<file path="src/rtl/id_ex_stage_if.sv">
// ID/EX stage bus: decode slot, forwarding sources,
// pipeline control and registered EX-side outputs.
interface id_ex_stage_if #(
  parameter int DATA_WIDTH     = 8,
  parameter int SEL_WIDTH      = 4,
  parameter int REG_ADDR_WIDTH = 3,
  parameter int CNT_WIDTH      = 16
);
  logic                      id_valid;
  logic [REG_ADDR_WIDTH-1:0] id_rs1;
  logic [REG_ADDR_WIDTH-1:0] id_rs2;
  logic [REG_ADDR_WIDTH-1:0] id_rd;
  logic [DATA_WIDTH-1:0]     id_rdata1;
  logic [DATA_WIDTH-1:0]     id_rdata2;
  logic [DATA_WIDTH-1:0]     id_imm;
  logic                      id_use_imm;
  logic [SEL_WIDTH-1:0]      id_alu_sel;
  logic                      id_reg_write;
  logic                      id_mem_read;
  logic [DATA_WIDTH-1:0]     alu_result;
  logic                      mem_valid;
  logic                      mem_reg_write;
  logic [REG_ADDR_WIDTH-1:0] mem_rd;
  logic [DATA_WIDTH-1:0]     mem_data;
  logic                      wb_valid;
  logic                      wb_reg_write;
  logic [REG_ADDR_WIDTH-1:0] wb_rd;
  logic [DATA_WIDTH-1:0]     wb_data;
  logic                      hold;
  logic                      flush;
  logic                      ex_valid;
  logic [DATA_WIDTH-1:0]     ex_input0;
  logic [DATA_WIDTH-1:0]     ex_input1;
  logic [SEL_WIDTH-1:0]      ex_alu_sel;
  logic [REG_ADDR_WIDTH-1:0] ex_rd;
  logic                      ex_reg_write;
  logic                      ex_mem_read;
  logic                      stall;
  logic [CNT_WIDTH-1:0]      bubble_count;

  modport master (
    output id_valid, id_rs1, id_rs2, id_rd,
    output id_rdata1, id_rdata2, id_imm,
    output id_use_imm, id_alu_sel,
    output id_reg_write, id_mem_read,
    output alu_result,
    output mem_valid, mem_reg_write, mem_rd, mem_data,
    output wb_valid, wb_reg_write, wb_rd, wb_data,
    output hold, flush,
    input  ex_valid, ex_input0, ex_input1,
    input  ex_alu_sel, ex_rd,
    input  ex_reg_write, ex_mem_read,
    input  stall, bubble_count
  );

  modport slave (
    input  id_valid, id_rs1, id_rs2, id_rd,
    input  id_rdata1, id_rdata2, id_imm,
    input  id_use_imm, id_alu_sel,
    input  id_reg_write, id_mem_read,
    input  alu_result,
    input  mem_valid, mem_reg_write, mem_rd, mem_data,
    input  wb_valid, wb_reg_write, wb_rd, wb_data,
    input  hold, flush,
    output ex_valid, ex_input0, ex_input1,
    output ex_alu_sel, ex_rd,
    output ex_reg_write, ex_mem_read,
    output stall, bubble_count
  );
endinterface

</file>
<file path="src/rtl/id_ex_stage.sv">
// ID/EX pipeline register with EX/MEM/WB forwarding,
// load-use bubble insertion, hold and flush.
module id_ex_stage #(
  parameter int DATA_WIDTH     = 8,
  parameter int SEL_WIDTH      = 4,
  parameter int REG_ADDR_WIDTH = 3,
  parameter int CNT_WIDTH      = 16
) (
  input  logic         clk,
  input  logic         rst,
  id_ex_stage_if.slave bus
);
  typedef enum logic {RUN, BUBBLE} state_t;

  localparam logic [CNT_WIDTH-1:0] CNT_MAX = '1;

  state_t                state_q;
  state_t                state_d;
  logic                  stall_c;
  logic                  load_bubble;
  logic                  capture;
  logic                  ex_fw;
  logic                  mem_fw;
  logic                  wb_fw;
  logic                  hz_rs1;
  logic                  hz_rs2;
  logic                  hazard;
  logic [DATA_WIDTH-1:0] op0;
  logic [DATA_WIDTH-1:0] op1;
  logic [DATA_WIDTH-1:0] in1;

  // a load in EX has no result yet, so it never forwards
  assign ex_fw  = bus.ex_valid & bus.ex_reg_write
                & ~bus.ex_mem_read;
  assign mem_fw = bus.mem_valid & bus.mem_reg_write;
  assign wb_fw  = bus.wb_valid & bus.wb_reg_write;

  always_comb begin
    op0 = bus.id_rdata1;
    if (bus.id_rs1 == '0)
      op0 = '0;
    else if (ex_fw && bus.ex_rd == bus.id_rs1)
      op0 = bus.alu_result;
    else if (mem_fw && bus.mem_rd == bus.id_rs1)
      op0 = bus.mem_data;
    else if (wb_fw && bus.wb_rd == bus.id_rs1)
      op0 = bus.wb_data;
  end

  always_comb begin
    op1 = bus.id_rdata2;
    if (bus.id_rs2 == '0)
      op1 = '0;
    else if (ex_fw && bus.ex_rd == bus.id_rs2)
      op1 = bus.alu_result;
    else if (mem_fw && bus.mem_rd == bus.id_rs2)
      op1 = bus.mem_data;
    else if (wb_fw && bus.wb_rd == bus.id_rs2)
      op1 = bus.wb_data;
  end

  assign in1 = bus.id_use_imm ? bus.id_imm : op1;

  assign hz_rs1 = bus.ex_rd == bus.id_rs1;
  assign hz_rs2 = ~bus.id_use_imm
                & (bus.ex_rd == bus.id_rs2);
  assign hazard = bus.id_valid & bus.ex_valid
                & bus.ex_mem_read
                & (bus.ex_rd != '0)
                & (hz_rs1 | hz_rs2);

  always_comb begin
    state_d     = state_q;
    stall_c     = 1'b0;
    load_bubble = 1'b0;
    capture     = 1'b0;
    if (bus.flush) begin
      state_d = RUN;
    end else if (bus.hold) begin
      stall_c = 1'b1;
    end else if (state_q == RUN && hazard) begin
      stall_c     = 1'b1;
      load_bubble = 1'b1;
      state_d     = BUBBLE;
    end else begin
      capture = 1'b1;
      state_d = RUN;
    end
  end

  assign bus.stall = stall_c;

  always_ff @(posedge clk or posedge rst) begin
    if (rst) state_q <= RUN;
    else     state_q <= state_d;
  end

  always_ff @(posedge clk or posedge rst) begin
    if (rst) begin
      bus.ex_valid     <= 1'b0;
      bus.ex_input0    <= '0;
      bus.ex_input1    <= '0;
      bus.ex_alu_sel   <= '0;
      bus.ex_rd        <= '0;
      bus.ex_reg_write <= 1'b0;
      bus.ex_mem_read  <= 1'b0;
      bus.bubble_count <= '0;
    end else if (bus.flush) begin
      bus.ex_valid     <= 1'b0;
      bus.ex_reg_write <= 1'b0;
      bus.ex_mem_read  <= 1'b0;
    end else if (load_bubble) begin
      bus.ex_valid     <= 1'b0;
      bus.ex_reg_write <= 1'b0;
      bus.ex_mem_read  <= 1'b0;
      if (bus.bubble_count != CNT_MAX)
        bus.bubble_count <= bus.bubble_count
                          + CNT_WIDTH'(1);
    end else if (capture) begin
      bus.ex_valid     <= bus.id_valid;
      bus.ex_input0    <= op0;
      bus.ex_input1    <= in1;
      bus.ex_alu_sel   <= bus.id_alu_sel;
      bus.ex_rd        <= bus.id_rd;
      bus.ex_reg_write <= bus.id_reg_write;
      bus.ex_mem_read  <= bus.id_mem_read;
    end
  end
endmodule

</file>
<file path="src/flat_wrapper.sv">
// flat-port wrapper written by rule: the top's interface ports become plain ports
module id_ex_stage_flat 
#(
  parameter int DATA_WIDTH     = 8,
  parameter int SEL_WIDTH      = 4,
  parameter int REG_ADDR_WIDTH = 3,
  parameter int CNT_WIDTH      = 16
)
  (clk, rst, bus_id_valid, bus_id_rs1, bus_id_rs2, bus_id_rd, bus_id_rdata1, bus_id_rdata2, bus_id_imm, bus_id_use_imm, bus_id_alu_sel, bus_id_reg_write, bus_id_mem_read, bus_alu_result, bus_mem_valid, bus_mem_reg_write, bus_mem_rd, bus_mem_data, bus_wb_valid, bus_wb_reg_write, bus_wb_rd, bus_wb_data, bus_hold, bus_flush, bus_ex_valid, bus_ex_input0, bus_ex_input1, bus_ex_alu_sel, bus_ex_rd, bus_ex_reg_write, bus_ex_mem_read, bus_stall, bus_bubble_count);
  id_ex_stage_if #(.DATA_WIDTH(DATA_WIDTH), .SEL_WIDTH(SEL_WIDTH), .REG_ADDR_WIDTH(REG_ADDR_WIDTH), .CNT_WIDTH(CNT_WIDTH)) bus_i ();
  input  logic clk;
  input  logic rst;
  input wire logic [$bits(bus_i.id_valid)-1:0] bus_id_valid;
  input wire logic [$bits(bus_i.id_rs1)-1:0] bus_id_rs1;
  input wire logic [$bits(bus_i.id_rs2)-1:0] bus_id_rs2;
  input wire logic [$bits(bus_i.id_rd)-1:0] bus_id_rd;
  input wire logic [$bits(bus_i.id_rdata1)-1:0] bus_id_rdata1;
  input wire logic [$bits(bus_i.id_rdata2)-1:0] bus_id_rdata2;
  input wire logic [$bits(bus_i.id_imm)-1:0] bus_id_imm;
  input wire logic [$bits(bus_i.id_use_imm)-1:0] bus_id_use_imm;
  input wire logic [$bits(bus_i.id_alu_sel)-1:0] bus_id_alu_sel;
  input wire logic [$bits(bus_i.id_reg_write)-1:0] bus_id_reg_write;
  input wire logic [$bits(bus_i.id_mem_read)-1:0] bus_id_mem_read;
  input wire logic [$bits(bus_i.alu_result)-1:0] bus_alu_result;
  input wire logic [$bits(bus_i.mem_valid)-1:0] bus_mem_valid;
  input wire logic [$bits(bus_i.mem_reg_write)-1:0] bus_mem_reg_write;
  input wire logic [$bits(bus_i.mem_rd)-1:0] bus_mem_rd;
  input wire logic [$bits(bus_i.mem_data)-1:0] bus_mem_data;
  input wire logic [$bits(bus_i.wb_valid)-1:0] bus_wb_valid;
  input wire logic [$bits(bus_i.wb_reg_write)-1:0] bus_wb_reg_write;
  input wire logic [$bits(bus_i.wb_rd)-1:0] bus_wb_rd;
  input wire logic [$bits(bus_i.wb_data)-1:0] bus_wb_data;
  input wire logic [$bits(bus_i.hold)-1:0] bus_hold;
  input wire logic [$bits(bus_i.flush)-1:0] bus_flush;
  output wire logic [$bits(bus_i.ex_valid)-1:0] bus_ex_valid;
  output wire logic [$bits(bus_i.ex_input0)-1:0] bus_ex_input0;
  output wire logic [$bits(bus_i.ex_input1)-1:0] bus_ex_input1;
  output wire logic [$bits(bus_i.ex_alu_sel)-1:0] bus_ex_alu_sel;
  output wire logic [$bits(bus_i.ex_rd)-1:0] bus_ex_rd;
  output wire logic [$bits(bus_i.ex_reg_write)-1:0] bus_ex_reg_write;
  output wire logic [$bits(bus_i.ex_mem_read)-1:0] bus_ex_mem_read;
  output wire logic [$bits(bus_i.stall)-1:0] bus_stall;
  output wire logic [$bits(bus_i.bubble_count)-1:0] bus_bubble_count;
  assign bus_i.id_valid = bus_id_valid;
  assign bus_i.id_rs1 = bus_id_rs1;
  assign bus_i.id_rs2 = bus_id_rs2;
  assign bus_i.id_rd = bus_id_rd;
  assign bus_i.id_rdata1 = bus_id_rdata1;
  assign bus_i.id_rdata2 = bus_id_rdata2;
  assign bus_i.id_imm = bus_id_imm;
  assign bus_i.id_use_imm = bus_id_use_imm;
  assign bus_i.id_alu_sel = bus_id_alu_sel;
  assign bus_i.id_reg_write = bus_id_reg_write;
  assign bus_i.id_mem_read = bus_id_mem_read;
  assign bus_i.alu_result = bus_alu_result;
  assign bus_i.mem_valid = bus_mem_valid;
  assign bus_i.mem_reg_write = bus_mem_reg_write;
  assign bus_i.mem_rd = bus_mem_rd;
  assign bus_i.mem_data = bus_mem_data;
  assign bus_i.wb_valid = bus_wb_valid;
  assign bus_i.wb_reg_write = bus_wb_reg_write;
  assign bus_i.wb_rd = bus_wb_rd;
  assign bus_i.wb_data = bus_wb_data;
  assign bus_i.hold = bus_hold;
  assign bus_i.flush = bus_flush;
  assign bus_ex_valid = bus_i.ex_valid;
  assign bus_ex_input0 = bus_i.ex_input0;
  assign bus_ex_input1 = bus_i.ex_input1;
  assign bus_ex_alu_sel = bus_i.ex_alu_sel;
  assign bus_ex_rd = bus_i.ex_rd;
  assign bus_ex_reg_write = bus_i.ex_reg_write;
  assign bus_ex_mem_read = bus_i.ex_mem_read;
  assign bus_stall = bus_i.stall;
  assign bus_bubble_count = bus_i.bubble_count;
  id_ex_stage #(.DATA_WIDTH(DATA_WIDTH), .SEL_WIDTH(SEL_WIDTH), .REG_ADDR_WIDTH(REG_ADDR_WIDTH), .CNT_WIDTH(CNT_WIDTH)) u_core (.clk(clk), .rst(rst), .bus(bus_i));
endmodule
</file>
<file path="config.mk">
export PLATFORM = sky130hd
export DESIGN_NAME = id_ex_stage_flat
export DESIGN_NICKNAME = d
export VERILOG_FILES = /design/src/rtl/id_ex_stage_if.sv /design/src/rtl/id_ex_stage.sv /design/src/flat_wrapper.sv
export SDC_FILE = /design/constraint.sdc
export NUM_CORES = 1
export LEC_CHECK = 0
export CORE_MARGIN = 3
export CORE_UTILIZATION = 46
export CTS_CLUSTER_SIZE = 30
export DETAILED_ROUTE_END_ITERATION = 10
export GPL_ROUTABILITY_DRIVEN = 0
export PLACE_DENSITY = 0.87
export SLEW_MARGIN = 20
export SYNTH_ARGS = -nofsm -noshare
export SYNTH_HDL_FRONTEND = slang
export SYNTH_SLANG_ARGS = --single-unit
</file>
<file path="constraint.sdc">
create_clock -name clk -period 4.7 [get_ports clk]
set_input_delay 0.47 -clock clk [delete_from_list [all_inputs] [get_ports clk]]
set_output_delay 0.47 -clock clk [all_outputs]
set_load 0.02 [all_outputs]
</file>
==> flow_summary_export.csv, run 1 <==
group,metric,value,unit
logic_synthesis,ys_ff_latch,43,
finish,final_common_cell,"clkdlybuf4s50_1",
route,avgViaCountPerCell,5.932,
worst_setup_path,max_stage_delay,0.62,ns
logic_synthesis,synth_top_family_by_area,"simple AND/OR/NAND/NOR gates",
timing,setup-violations-final,0,
logic_synthesis,synth-simple-area-share,0.2576,
timing,final-max-slew-violation-count,0,
clocking,insertion_delay,0.29,ns
power,power.leakage,1.604,nW
route,drc_errors,0,
grt,antenna_found_initial,0,
worst_setup_path,slowest_stage,"clkdlybuf4s50_1",
timing,max_freq,288.7,MHz
logic_synthesis,synth_top_area_share,0.3900,
logic_synthesis,post_synth_num_cell_types,40,
clocking,cts.sinks,43,
logic_synthesis,synth_mux_area_frac,0.03265,
logic_synthesis,synth_xor_area_frac,0.1075,
clocking,cts_tree,"built",
placement,placed_cell_area,3999,µm²
worst_setup_path,crit_arrival,2.99,ns
clocking,numCtsBuffers,5,
route,wl_met2,4.292,mm
finish,drive_gt1_frac,0.08010,
finish,fin_util,0.7265,
timing,worst_pin_slew,0.9984,ns
finish,n_antenna_cell,0,
clocking,hold_buffers,0,
clocking,clockRootBuffer,"clkbuf_8",
finish,area_delta_synth_final,48.57,%
power,fin_total_pwr,0.9656,mW
min_path,min_path_type,"reg2reg",
clocking,clk_pin_slew,0.08,ns
worst_setup_path,worstPathCellList,"clkdlybuf4s50_1 -> xor2_1 -> nor4_1 -> o21a_1 -> nor2_1 -> nor2_1 -> clkdlybuf4s50_1",
floorplan,io_pins,122,
floorplan,die_w,83.45,µm
clocking,cts_buffer_depth,2,
placement,numPortBuffers,121,
worst_setup_path,crit_family,"buffers and inverters",
timing,fin_crit_sh,0.7370,
worst_setup_path,crit_type,"in2out",
logic_synthesis,synth-compound-area-share,0.1673,
run_status,status,"finished, final reports clean",
route,wl_per_cell,17.70,µm
route,postRouteAntennaNets,0,
finish,final_cell_mix,"clkdlybuf4s50_1 (121), dfrtp_1 (43), nand2_1 (34)",
logic_synthesis,yosysTopAreaCell,"dfrtp_1",
grt,grt_max_degree,44,
timing,finalCriticalPeriod,3.464,ns
grt,grt_util_all_layers,0.2405,
logic_synthesis,synthAdderAreaFrac,0.004535,
floorplan,num_rows,27,
logic_synthesis,synthCells,297,
worst_setup_path,worst_setup_path_end_kind,"output port",
logic_synthesis,seq_area_frac_synth,0.3900,
logic_synthesis,syn_area_per_cell,9.289,µm²
clocking,cts_setup_buffers,0,
worst_setup_path,cp-start-kind,"input port",
worst_setup_path,crit_required,4.23,ns
route,via_count,2871,
route,dr.pass1.iters,4,
timing,rsz0062_at_grt,"no",
timing,relSlewSlack,0.3293,
logic_synthesis,yosys_warnings,0,
floorplan,dieArea,6963,µm²
logic_synthesis,syn_nets,377,
placement,hpwl,6.842,mm
grt,gr-total-overflow,0,
floorplan,start_util,0.4890,
timing,finalHoldViolCount,0,
floorplan,core,5642,µm²
worst_setup_path,path_buf_inv,2,
route,dr_wl_met3,569,µm
grt,grt_pass1_wl,13.79,mm
grt,grt_pass1_vias,2819,
timing,hold_ws,0.4944,ns
route,drt_wl_total,8.567,mm
finish,final_cell_area,4099,µm²
floorplan,die_h,83.45,µm
clocking,cts_resized,0,
route,m1WireLength,3.476,mm
route,highest_layer,"met4",
clocking,cts_htree_levels,2,
flow_run,cap_violations,0,
power,irDropWorstVdd,186.4,µV
timing,fin_tns_setup,0,ns
logic_synthesis,syn-cell-area,2759,µm²
timing,finalClockSkew,0.008279,ns
logic_synthesis,synth.area.top_cells,"dfrtp_1 (39%), xor2_1 (7.6%), nor4_1 (5.9%)",
finish,fin_nets,491,
worst_setup_path,crit_fanout,15,
finish,fillers,416,
power,power.density,235.6,nW/µm²
route,drtIter0Drc,244,
-- per-stage QoR --
step | setup slack, ns | cells
finish | 1.236 | 484
global route | 1.100 | 484
global placement | 1.402 | 476
detailed placement | 1.335 | 476
CTS | 1.322 | 484
floorplan | 2.508 | 297
-- routing by layer --
metal  vias up  global-route usage
li1       1349                   -
met1      1367              0.3001
met2       137              0.4082
met3        18             0.04861
met4         0             0.09357
met5         -                   0
-- kinds of logic (layout without fill, tap and decap cells) --
kind of cell / Yosys count / in the layout
and+or+nand+nor: 138 / 138
AOI/OAI and AO/OA: 53 / 53
DFF: 43 / 43
xor gates and xnor gates: 33 / 33
buffers and inverters: 21 / 136
muxes: 8 / 8
adders and majority gates: 1 / 1
-- sequential cells by signal, summed over array words and instances (netlist names) --
signal                   count
u_core.bus.bubble_count     16
u_core.bus.ex_input0         8
u_core.bus.ex_input1         8
u_core.bus.ex_alu_sel        4
u_core.bus.ex_rd             3
u_core.bus.ex_mem_read       1
u_core.bus.ex_reg_write      1
u_core.bus.ex_valid          1
u_core.state_q               1
-- cell type report --
type	count	area, µm²	area share
clock inverters	2	12.51	0.003053
well taps	72	90.09	0.02198
flip-flops and latches	43	1076	0.2625
inverters	4	15.01	0.003663
multi-input cells	233	1599	0.3901
repair buffers	124	1234	0.3010
clock buffers	6	72.57	0.01770
-- cell usage after synthesis, drive strengths merged --
master and count:
nand3 14, dfrtp 43, o21a 1, or4 2
a211oi 16, or2 2, inv 4, a221o 8
clkbuf 5, buf 12, a21oi 3, nand2 34
nor2b 1, or3 2, xnor2 8, and3 2
o31ai 16, or3b 3, nand4 3, and4 3
xor2 25, nand3b 1, nor4 27, a22o 8
mux2 8, nand4b 1, nor3 22, ha 1
o221ai 1, nor2 20, and2 1
-- final timing paths --
path	startpoint	cells after the start	slack (ns)	endpoint
max reg2reg	u_core.bus.ex_rd[0]	6	2.01	u_core.bus.ex_input0[3]
max	bus_id_rs2[0]	7	1.24	bus_stall
min in group asynchronous	rst	3	0.61	u_core.bus.ex_input1[6]
max in group asynchronous	rst	3	3.72	u_core.bus.ex_reg_write
min	u_core.bus.ex_alu_sel[1]	1	0.49	u_core.bus.ex_alu_sel[1]
min reg2reg	u_core.bus.ex_alu_sel[1]	1	0.49	u_core.bus.ex_alu_sel[1]
-- report_power, final --
group,switching (mW),internal (mW)
Sequential,0.0249,0.401
Clock,0.123,0.104
Combinational,0.148,0.165
No activity file was read; power rests on OpenSTA's default activity.
==> run 2: changes to the inputs <==
- CORE_UTILIZATION: 46 -> 42
- PLACE_DENSITY: 0.87 -> 0.8
- clock period: 4.7 -> 3.5 ns (I/O delays scaled with it)
==> run 2 against run 1 <==
Effect of this change: routed wire length up 2.4%; combinational power increased by 33%; largest power group unchanged; final area up 0.79%; clock skew increased by 0.0015 ns; highest routed layer unchanged; first-iteration DRC count down 24%; non-clock buffer count grew 1; via count is 0.52% lower; cell count is 0.83% higher; clock-buffer cell count shrank 1; register-to-register slack got worse by 1.1 ns; critical path depth stayed put; global-route usage shrank 1.2 points.
==> flow_summary_export.csv, run 2 (synthesized netlist as in run 1, its figures left out) <==
group,metric,value,unit
floorplan,core,6131,µm²
clocking,numCtsBuffers,5,
power,power.density,335.9,nW/µm²
route,avgViaCountPerCell,5.852,
worst_setup_path,slowest_stage,"clkdlybuf4s50_1",
grt,grt_util_met3,0.04447,
min_path,hold_start,"u_core.bus.bubble_count[15]",
grt,grt_pass1_wl,13.78,mm
clocking,cts.sinks,43,
timing,setup-violations-final,0,
route,wl_per_cell,17.98,µm
flow_run,cap_violations,0,
worst_setup_path,max_stage_delay,0.61,ns
worst_setup_path,reg2reg_to,"u_core.bus.ex_rd[2]",
run_status,status,"finished, final reports clean",
clocking,hold_buffers,0,
finish,fin_util,0.6739,
min_path,min_path_type,"reg2reg",
grt,antenna_found_initial,0,
finish,regMostFlops,"u_core.bus.bubble_count",
route,postRouteAntennaNets,0,
grt,top_usage_layer,"met2",
timing,finalHoldViolCount,0,
clocking,insertion_delay,0.30,ns
floorplan,start_util,0.4500,
worst_setup_path,path_buf_inv,2,
finish,final_common_cell,"clkdlybuf4s50_1",
route,drc_errors,0,
clocking,cts_htree_levels,2,
power,power.leakage,1.624,nW
floorplan,die_h,87.05,µm
timing,final-max-slew-violation-count,0,
timing,fin_tns_setup,0,ns
finish,drive_gt1_frac,0.08717,
route,drtIter0Drc,185,
finish,fillers,468,
timing,fin_crit_sh,0.8518,
worst_setup_path,worstPathCellList,"clkdlybuf4s50_1 -> xor2_1 -> nor4_1 -> o21a_1 -> nor2_1 -> nor2_1 -> clkdlybuf4s50_1",
grt,gr-usage-met1,0.3165,
floorplan,num_rows,28,
route,via_count,2856,
finish,area_delta_synth_final,49.75,%
placement,hpwl,6.974,mm
floorplan,io_pins,122,
worst_setup_path,crit_type,"in2out",
min_path,min_to,"u_core.bus.bubble_count[15]",
finish,final_cell_mix,"clkdlybuf4s50_1 (121), dfrtp_1 (43), nand2_1 (34)",
timing,rsz0062_at_grt,"no",
worst_setup_path,crit_arrival,2.63,ns
grt,use_met2,0.3720,
clocking,clk_pin_slew,0.09,ns
timing,relSlewSlack,0.3725,
route,drt_wl_total,8.773,mm
finish,fin_nets,492,
grt,gr-total-overflow,0,
placement,dpl.cell_count,480,
worst_setup_path,cp-start-kind,"input port",
worst_setup_path,crit_family,"buffers and inverters",
timing,hold_ws,0.5040,ns
grt,grt_util_all_layers,0.2283,
finish,n_antenna_cell,0,
timing,finalClockSkew,0.009752,ns
finish,top_regs,"u_core.bus.bubble_count x16, u_core.bus.ex_input0 x8, u_core.bus.ex_input1 x8",
clocking,cts_tree,"built",
worst_setup_path,crit_required,3.15,ns
floorplan,die_w,87.05,µm
placement,numPortBuffers,121,
floorplan,dieArea,7578,µm²
worst_setup_path,reg2reg_from,"u_core.bus.ex_rd[2]",
timing,max_freq,335.4,MHz
clocking,cts_setup_buffers,0,
worst_setup_path,worstRegToRegCells,6,
grt,grt_pass1_vias,2689,
clocking,clockRootBuffer,"clkbuf_8",
finish,multi_input_area,1590,µm²
grt,grt_max_degree,44,
timing,finalCriticalPeriod,2.981,ns
power,irDropWorstVdd,224.0,µV
clocking,cts_resized,0,
clocking,cts_buffer_depth,2,
worst_setup_path,ff2ff_setup_slack,0.89,ns
timing,worst_pin_slew,0.9341,ns
finish,stdcell_count,488,
finish,regArea,1076,µm²
finish,largest_reg_flops,16,
min_path,holdPathStages,1,
worst_setup_path,worst_setup_path_end_kind,"output port",
route,dr.pass1.iters,4,
worst_setup_path,crit_fanout,6,
==> run 2: final cells by class <==
cell class,count,area share
Multi-Input combinational cell,233,0.3849
Timing Repair Buffer,125,0.3004
Sequential cell,43,0.2604
Tap cell,75,0.02271
Clock buffer,5,0.01666
Clock inverter,3,0.01121
Inverter,4,0.003634
==> run 2: worst max path at each step <==
| stage | startpoint | cells after the start | slack (ns) | end |
|---|---|---|---|---|
| after floorplan | u_core.bus.ex_rd[2] | 5 | 1.38 | u_core.bus.ex_input1[0] |
| after global placement | bus_id_rs2[2] | 7 | 0.63 | u_core.bus.ex_rd[2] |
| after detailed placement | bus_id_rs2[0] | 7 | 0.52 | u_core.bus.ex_rd[2] |
| after CTS | bus_id_rs2[0] | 7 | 0.59 | bus_stall |
| after global routing | bus_id_rs2[0] | 7 | 0.38 | bus_stall |
| final | bus_id_rs2[0] | 7 | 0.52 | bus_stall |
==> run 2: stage by stage <==
stage                     total power [mW]  instance area [µm²]  setup WS, ns
after floorplan                     0.7716                 2759         1.375
after global placement              0.9879                 4010        0.6258
after detailed placement            0.9965                 4010        0.5213
after CTS                            1.391                 4125        0.5885
after global routing                 1.445                 4131        0.3786
final                                1.388                 4131        0.5187
==> run 2: routing by layer <==
metal	part of all wire	vias to the layer above
li1	-	1344
met1	0.43	1366
met2	0.48	140
met3	0.083	6
met4	0.0093	0
met5	0	-
==> run 2: where the power goes <==
| group | internal [mW] | leakage, nW | switching (mW) |
|---|---|---|---|
| logic | 0.221 | 1.02 | 0.196 |
| registers | 0.539 | 0.549 | 0.0329 |
| clock network | 0.215 | 0.0548 | 0.184 |
| total | 0.975 | 1.62 | 0.413 |
==> run 3: changes to the inputs <==
- GPL_ROUTABILITY_DRIVEN: 0 -> default
==> run 3 against run 2 <==
Effect of this change: worst setup slack better by 0.099 ns; fmax is 3.4% higher; critical endpoint unchanged; clock skew is 0.0051 ns lower.
==> flow_summary_export.csv, run 3 (synthesized netlist as in run 1, its figures left out) <==
group,metric,value,unit
run_status,status,"finished, final reports clean",
grt,grt_pass1_vias,2728,
floorplan,num_rows,28,
finish,final_cell_mix,"clkdlybuf4s50_1 (121), dfrtp_1 (43), nand2_1 (34)",
min_path,holdPathStages,1,
clocking,insertion_delay,0.30,ns
finish,fin_nets,493,
floorplan,die_h,87.05,µm
clocking,cts.sinks,43,
finish,final_cell_area,4133,µm²
timing,fin_crit_sh,0.8234,
route,highest_layer,"met4",
placement,dpl.cell_count,481,
timing,finalClockSkew,0.004650,ns
timing,finalHoldViolCount,0,
floorplan,core,6131,µm²
route,dr.pass1.iters,4,
flow_run,cap_violations,0,
timing,rsz0062_at_grt,"no",
grt,grt_pass1_wl,13.82,mm
worst_setup_path,worstRegToRegCells,6,
clocking,cts_buffer_depth,2,
finish,regMostFlops,"u_core.bus.bubble_count",
route,wl_per_cell,17.89,µm
route,postRouteAntennaNets,0,
worst_setup_path,crit_arrival,2.53,ns
grt,grt_util_all_layers,0.2326,
placement,placed_cell_area,4018,µm²
power,irDropWorstVdd,209.4,µV
finish,final_common_cell,"clkdlybuf4s50_1",
power,power.leakage,1.628,nW
floorplan,start_util,0.4500,
clocking,clockRootBuffer,"clkbuf_8",
clocking,cts_setup_buffers,0,
clocking,cts_htree_levels,2,
placement,preCtsSetupSlack,0.6627,ns
floorplan,dieArea,7578,µm²
clocking,cts_tree,"built",
route,drt_wl_total,8.749,mm
route,avgViaCountPerCell,5.663,
clocking,cts_resized,0,
clocking,hold_buffers,0,
placement,numPortBuffers,121,
timing,max_freq,347.0,MHz
finish,area_delta_synth_final,49.80,%
timing,fin_tns_setup,0,ns
timing,setup_slack,0.6181,ns
finish,drive_gt1_frac,0.08696,
route,drc_errors,0,
floorplan,die_w,87.05,µm
timing,setup-violations-final,0,
worst_setup_path,worst_setup_path_end_kind,"output port",
timing,relSlewSlack,0.4059,
placement,routabilityCongestion,1.003,
worst_setup_path,crit_type,"in2out",
min_path,min_path_type,"reg2reg",
timing,worst_pin_slew,0.8898,ns
grt,gr-total-overflow,0,
grt,antenna_found_initial,0,
finish,fin_util,0.6741,
floorplan,io_pins,122,
finish,largest_reg_flops,16,
power,power.density,337.3,nW/µm²
finish,n_antenna_cell,0,
finish,fillers,491,
grt,grt_max_degree,44,
worst_setup_path,crit_fanout,6,
worst_setup_path,cp-start-kind,"input port",
finish,stdcell_count,489,
route,m1WireLength,3.880,mm
worst_setup_path,crit_required,3.15,ns
timing,finalCriticalPeriod,2.882,ns
route,drtIter0Drc,121,
clocking,clk_pin_slew,0.09,ns
placement,hpwl,7.022,mm
clocking,numCtsBuffers,5,
route,dr_wl_met3,547,µm
timing,final-max-slew-violation-count,0,
route,via_count,2769,
finish,top_regs,"u_core.bus.bubble_count x16, u_core.bus.ex_input0 x8, u_core.bus.ex_input1 x8",
route,wl_met2,4.195,mm
-- run 3: stage by stage --
step / hold WS [ns] / power [mW]
floorplan: 0.4131 / 0.7716
global placement: 0.4771 / 0.9894
detailed placement: 0.4831 / 0.9969
CTS: 0.5017 / 1.401
global route: 0.5225 / 1.457
finish: 0.5006 / 1.394
-- run 3: critical path, cell delays in order --
cell and delay, ns:
clkdlybuf4s50_1 0.62, xor2_1 0.15, nor4_1 0.36, o21a_1 0.26, nor2_1 0.08, nor2_1 0.10, clkdlybuf4s50_1 0.61
-- run 3: final timing paths --
| check | start | slack (ns) | end |
|---|---|---|---|
| hold / removal | u_core.bus.ex_alu_sel[0] | 0.50 | u_core.bus.ex_alu_sel[0] |
| max in group asynchronous | rst | 2.39 | u_core.bus.ex_input1[1] |
| setup / recovery | bus_id_rs2[2] | 0.62 | bus_stall |
| hold reg to reg | u_core.bus.ex_alu_sel[0] | 0.50 | u_core.bus.ex_alu_sel[0] |
| min in group asynchronous | rst | 0.55 | u_core.bus.ex_input1[4] |
| setup reg to reg | u_core.bus.ex_rd[2] | 1.18 | u_core.bus.ex_input1[4] |
-- run 3: per-layer routing --
layer | vias to the layer above | track usage
li1 | 1349 | -
met1 | 1296 | 0.3197
met2 | 113 | 0.3741
met3 | 11 | 0.04352
met4 | 0 | 0.06374
met5 | - | 0
-- run 3: where the power goes --
| part | switching [mW] | leakage (nW) | internal (mW) |
|---|---|---|---|
| combinational | 0.195 | 1.02 | 0.221 |
| sequential | 0.0321 | 0.549 | 0.539 |
| clock | 0.191 | 0.0548 | 0.215 |
| total | 0.419 | 1.63 | 0.975 |
-- run 3: area by class of cell --
class	instances	area [µm²]	area share
Multi-Input combinational cell	233	1584	0.3833
Timing Repair Buffer	126	1249	0.3022
Sequential cell	43	1076	0.2604
Tap cell	75	93.84	0.02271
Clock buffer	5	68.82	0.01665
Clock inverter	3	46.29	0.01120
Inverter	4	15.01	0.003633
